===== config.mk =====
export PLATFORM = sky130hd
export DESIGN_NAME = sha256_ctrl
export DESIGN_NICKNAME = d
export VERILOG_FILES = /design/src/rtl/sha256_ctrl.sv
export SDC_FILE = /design/constraint.sdc
export NUM_CORES = 1
export LEC_CHECK = 0
export ABC_AREA = 1
export CORE_MARGIN = 4
export CORE_UTILIZATION = 34
export DETAILED_ROUTE_END_ITERATION = 8
export GPL_ROUTABILITY_DRIVEN = 0
export MAX_ROUTING_LAYER = met4
export PLACE_DENSITY = 0.55
export SLEW_MARGIN = 20
export SYNTH_ARGS = -nofsm -noshare
export SYNTH_HDL_FRONTEND = slang
export SYNTH_SLANG_ARGS = --single-unit

===== constraint.sdc =====
create_clock -name clk -period 3.7 [get_ports clk]
set_input_delay 0.37 -clock clk [delete_from_list [all_inputs] [get_ports clk]]
set_output_delay 0.37 -clock clk [all_outputs]
set_load 0.005 [all_outputs]

===== src/rtl/sha256_ctrl.sv =====
// sha256_ctrl - sequencer for a single-block SHA-256 compression core.
// Accepts 16 big-endian message words over a valid/ready stream. It then
// steps the external core through INIT and 64 rounds, generating W_t on the
// fly, and presents the captured 256-bit digest over a valid/ready handshake.
// Ports:
//   clk, rst_n                 clock, asynchronous active-low reset
//   msg_valid/msg_ready/msg_data       message word stream (W0 first)
//   digest_valid/digest_ready/digest_data  result {H0..H7}, H0 in MSBs
//   busy                       high outside LOAD
//   core_start/core_state/core_round/core_w  controls to the core
//   core_valid, core_out0..7   core result
module sha256_ctrl #(
  parameter int DATA_WIDTH = 32  // only 32 is supported
) (
  input  logic                    clk,
  input  logic                    rst_n,
  input  logic                    msg_valid,
  output logic                    msg_ready,
  input  logic [DATA_WIDTH-1:0]   msg_data,
  output logic                    digest_valid,
  input  logic                    digest_ready,
  output logic [8*DATA_WIDTH-1:0] digest_data,
  output logic                    busy,
  output logic                    core_start,
  output logic [1:0]              core_state,
  output logic [5:0]              core_round,
  output logic [DATA_WIDTH-1:0]   core_w,
  input  logic                    core_valid,
  input  logic [DATA_WIDTH-1:0]   core_out0,
  input  logic [DATA_WIDTH-1:0]   core_out1,
  input  logic [DATA_WIDTH-1:0]   core_out2,
  input  logic [DATA_WIDTH-1:0]   core_out3,
  input  logic [DATA_WIDTH-1:0]   core_out4,
  input  logic [DATA_WIDTH-1:0]   core_out5,
  input  logic [DATA_WIDTH-1:0]   core_out6,
  input  logic [DATA_WIDTH-1:0]   core_out7
);

  typedef enum logic [1:0] {S_LOAD, S_INIT, S_ROUND, S_DONE} state_t;

  state_t                  r_state;
  state_t                  w_next_state;
  logic                    r_msg_ready;
  logic [3:0]              r_word_cnt;
  logic [5:0]              r_round;
  logic [DATA_WIDTH-1:0]   r_w [16];
  logic [8*DATA_WIDTH-1:0] r_digest;
  logic                    w_accept;
  logic                    w_last_round;
  logic [DATA_WIDTH-1:0]   w_new_word;

  function automatic logic [DATA_WIDTH-1:0] rotr(input logic [DATA_WIDTH-1:0] x,
                                                 input int unsigned n);
    return (x >> n) | (x << (DATA_WIDTH - n));
  endfunction

  function automatic logic [DATA_WIDTH-1:0] sig0(input logic [DATA_WIDTH-1:0] x);
    return rotr(x, 7) ^ rotr(x, 18) ^ (x >> 3);
  endfunction

  function automatic logic [DATA_WIDTH-1:0] sig1(input logic [DATA_WIDTH-1:0] x);
    return rotr(x, 17) ^ rotr(x, 19) ^ (x >> 10);
  endfunction

  assign w_accept     = msg_valid && r_msg_ready && (r_state == S_LOAD);
  assign w_last_round = (r_round == 6'd63);
  // Window slot i holds W[t+i] during round t, so the incoming slot is W[t+16].
  assign w_new_word   = sig1(r_w[14]) + r_w[9] + sig0(r_w[1]) + r_w[0];

  // State register
  always_ff @(posedge clk or negedge rst_n) begin
    if (!rst_n) r_state <= S_LOAD;
    else        r_state <= w_next_state;
  end

  // Next-state logic
  always_comb begin
    w_next_state = r_state;
    case (r_state)
      S_LOAD:  if (w_accept && r_word_cnt == 4'd15) w_next_state = S_INIT;
      S_INIT:  w_next_state = S_ROUND;
      S_ROUND: if (w_last_round) w_next_state = S_DONE;
      S_DONE:  if (digest_ready) w_next_state = S_LOAD;
      default: w_next_state = S_LOAD;
    endcase
  end

  // Datapath: message window, counters, digest capture, registered msg_ready
  always_ff @(posedge clk or negedge rst_n) begin
    if (!rst_n) begin
      r_msg_ready <= 1'b1;
      r_word_cnt  <= '0;
      r_round     <= '0;
      r_digest    <= '0;
      for (int unsigned i = 0; i < 16; i++) r_w[4'(i)] <= '0;
    end else begin
      // Ready is registered from the next state so it never asserts in the
      // cycle of the digest handoff.
      r_msg_ready <= (w_next_state == S_LOAD);
      case (r_state)
        S_LOAD: begin
          if (w_accept) begin
            r_w[r_word_cnt] <= msg_data;
            r_word_cnt      <= (r_word_cnt == 4'd15) ? 4'd0 : r_word_cnt + 4'd1;
          end
        end
        S_INIT: r_round <= '0;
        S_ROUND: begin
          for (int unsigned i = 0; i < 15; i++) r_w[4'(i)] <= r_w[4'(i + 1)];
          r_w[15] <= w_new_word;
          r_round <= r_round + 6'd1;
          if (w_last_round && core_valid)
            r_digest <= {core_out0, core_out1, core_out2, core_out3,
                         core_out4, core_out5, core_out6, core_out7};
        end
        default: ;
      endcase
    end
  end

  // Output logic
  always_comb begin
    core_start   = 1'b0;
    core_state   = 2'b00;
    core_w       = '0;
    digest_valid = 1'b0;
    busy         = 1'b1;
    case (r_state)
      S_LOAD:  busy = 1'b0;
      S_INIT:  core_start = 1'b1;
      S_ROUND: begin
        core_state = w_last_round ? 2'b10 : 2'b01;
        core_w     = r_w[0];
      end
      S_DONE: begin
        core_state   = 2'b11;
        digest_valid = 1'b1;
      end
      default: ;
    endcase
  end

  assign msg_ready   = r_msg_ready;
  assign core_round  = r_round;
  assign digest_data = r_digest;

endmodule


==> run_results.csv <==
group,metric,value,unit
sta,setup_viol,0,
grt,first_global_vias,32000,
cts,clockBufferDepth,3,
grt,grt_max_degree,148,
grt,grt_use_total,24.2,%
synth,ys_top_cells_by_area,"dfrtp_1, nand2_1, o22ai_1, inv_1, mux2_1",
placed_design,hpwl,110000,µm
layout,finalNetCount,5267,
route,wirelength,147000,µm
floorplanning,ios,593,
synth,ys_seq_area_share,49.2,%
cts,cts_inserted_buffers,87,
pwr,p_switching,23.5,mW
cts,clk_pin_slew,0.06,ns
cts,insertion_delay,0.67,ns
floorplanning,fp-row-count,125,
cts,cts.sink_count,781,
synth,synth_area_leader_cell,"dfrtp_1",
setup_path,cp.arrival,4.19,ns
route,antenna_left,0,
sta,hold_slack,0.293,ns
pwr,ir_drop,0.000858,V
sta,tightest_slew,0.982,ns
pwr,p_sw_share,47.9,%
route,drc,0,
route,routed-via-count,32600,
sta,finClkSkew,0.0248,ns
flow_run,max_cap_viol_count,0,
layout,fin_util,43.5,%
pwr,p_leak,23.0,nW
setup_path,critical-path-max-stage-delay,0.47,ns
sta,max_slew_margin,34.6,%
setup_path,crit_fanout,6,
synth,syn-num-nets,4737,
sta,drv_slew,0,
floorplanning,initial_utilization,34.2,%
pwr,power_density,971,nW/µm²
layout,layout_common_cells,"nand2_1, dfrtp_1, inv_1, clkdlybuf4s50_1, o21ai_0",
cts,cts_max_level,3,
pwr,p_clk_share,19.1,%
outcome,status,"complete, no violations",
pwr,intPower,25.5,mW
pwr,comb_power_share,55.7,%
grt,grt_pass1_wl,218000,µm
grt,antenna_found_initial,13,
route,drt_first_pass_iters,6,
setup_path,critPathSlowestCell,"fa_1",
sta,hold_viol,0,
layout,synthToLayoutAreaGrowth,27.0,%
layout,drive_above_1_share,8.03,%
sta,min_period_over_period,97.6,%
route,wl_per_cell,22.8,µm
setup_path,cp.required,4.28,ns
floorplanning,die_x,350,µm
synth,netlist_instances,4341,
synth,ys_types,41,
placed_design,numPortBuffers,592,
setup_path,endpoint_kind,"flop",
setup_path,cp-start-kind,"flop",
layout,final_common_cell,"nand2_1",
setup_path,cp_cell_sequence,"xnor2_1 > xor2_1 > fa_1 > inv_1 > fa_1 > ha_1 > nand2_1 > nand3_1 > nand3_1 > nand3_1 > nand2_1 > nand2_1 > nand2_1 > nand3_1 > a21oi_1",
hold_path,hp-class,"input port to flop",
synth,avgSynthCellArea,9.15,µm²
route,first_iter_violations,2716,
pwr,seq_power_share,25.2,%
grt,grt-ovfl-total,0,
sta,timing.setup.tns,0,ns
floorplanning,coreArea,116000,µm²
synth,ys_warn_count,0,
sta,period_minus_slack,3.61,ns
cts,clock-root-buffer,"clkbuf_16",
synth,synth_area,39700,µm²
synth,yosys_register_bits,781,
sta,fmax,277,MHz
synth,netlist.area_leader.share,49.1,%
setup_path,worstSetupPathType,"flop to flop",
route,drt-vias-per-instance,5.04,
floorplanning,die_h,350,µm
cts,cts_setup_buffers,0,
floorplanning,die-area,122000,µm²
cts,cts_tree,"yes",
power by group through the flow:
stage               combinational (mW)  clock (mW)  sequential, mW
detailed placement                26.1           0            12.4
global placement                  26.0           0            12.4
finish                            27.3        9.35            12.3
global route                      30.4        9.89            12.5
CTS                               26.3        9.54            12.3
floorplan                         18.3           0            11.9
registers in the layout, indices dropped and copies added (netlist names):
signal and flops:
msg_ready 1, digest_data 256, r_state 2, r_w 512
core_round 6, r_word_cnt 4
per-layer routing:
layer | track usage (%) | up-vias | part of all wire (%)
li1 | - | 15200 | -
met4 | 11.5 | 0 | 5.5
met3 | 4.66 | 274 | 6.8
met5 | - | - | 0
met1 | 29.7 | 16000 | 41
met2 | 38.5 | 1171 | 47
cell type report:
class	instances	area (µm²)
well taps	1524	1910
repair buffers	719	7150
diodes	12	30.0
multi-input cells	2576	16100
clock buffers	130	2640
fillers	11300	65600
inverters	706	2660
flip-flops and latches	781	19500
clock inverters	29	432
cell families after synthesis:
kind of cell,share of synthesized area (%)
AO/OA/AOI/OAI,15.3
multiplexers,7.63
flip-flops,49.2
XOR/XNOR,2.87
buffers and inverters,10.8
AND/OR/NAND/NOR,9.82
adder cells (fa/ha/maj),4.41
Yosys cell counts, drive strengths merged:
library cell	n
a21o	1
a21oi	93
a22oi	17
a31oi	12
a32oi	1
and2	1
buf	147
clkbuf	131
clkinv	1
dfrtp	780
dfstp	1
fa	62
ha	41
inv	705
mux2	256
nand2	824
nand3	49
nand3b	1
nand4	6
nor2	119
nor3	7
nor3b	2
o21ai	537
o21bai	3
o22ai	414
xnor2	65
xor2	65
stage by stage:
stage / cell area [µm²] / cells / setup WS, ns / total power [mW]
2_1_floorplan: 39700 / 4341 / 0.373 / 30.2
3_3_place_gp: 47200 / 6305 / 0.101 / 38.4
3_5_place_dp: 47200 / 6305 / 0.123 / 38.6
4_1_cts: 50300 / 6465 / 0.0963 / 48.1
5_1_grt: 50500 / 6477 / -0.0582 / 52.8
6_report: 50500 / 6477 / 0.0886 / 49.0
path summary, 6_finish.rpt:
path / startpoint / endpoint / slack [ns] / cells after the start
hold / removal: core_out6[12] / digest_data[44] / 0.29 / 2
setup reg to reg: r_w[52] / r_w[28] / 0.09 / 15
hold reg to reg: digest_data[100] / digest_data[100] / 0.49 / 1
max in group asynchronous: rst_n / r_w[348] / 2.14 / 3
setup / recovery: r_w[52] / r_w[28] / 0.09 / 15
min in group asynchronous: rst_n / r_w[310] / 0.31 / 2
critical path: cells and delay by family (launching register included):
family,cells,cell delay (ns)
AOI/OAI and AO/OA,1,0.21
adders and majority gates,3,1.24
DFF,1,0.44
xor gates and xnor gates,2,0.54
buffers and inverters,1,0.08
and+or+nand+nor,8,1.02
timing repair:
item	CTS	global route
endpoints found under the setup margin	0	21
endpoints found under the hold margin	59	0
resized for setup	0	39
hold buffers	1	0
Power figures use the tool's default switching activity.
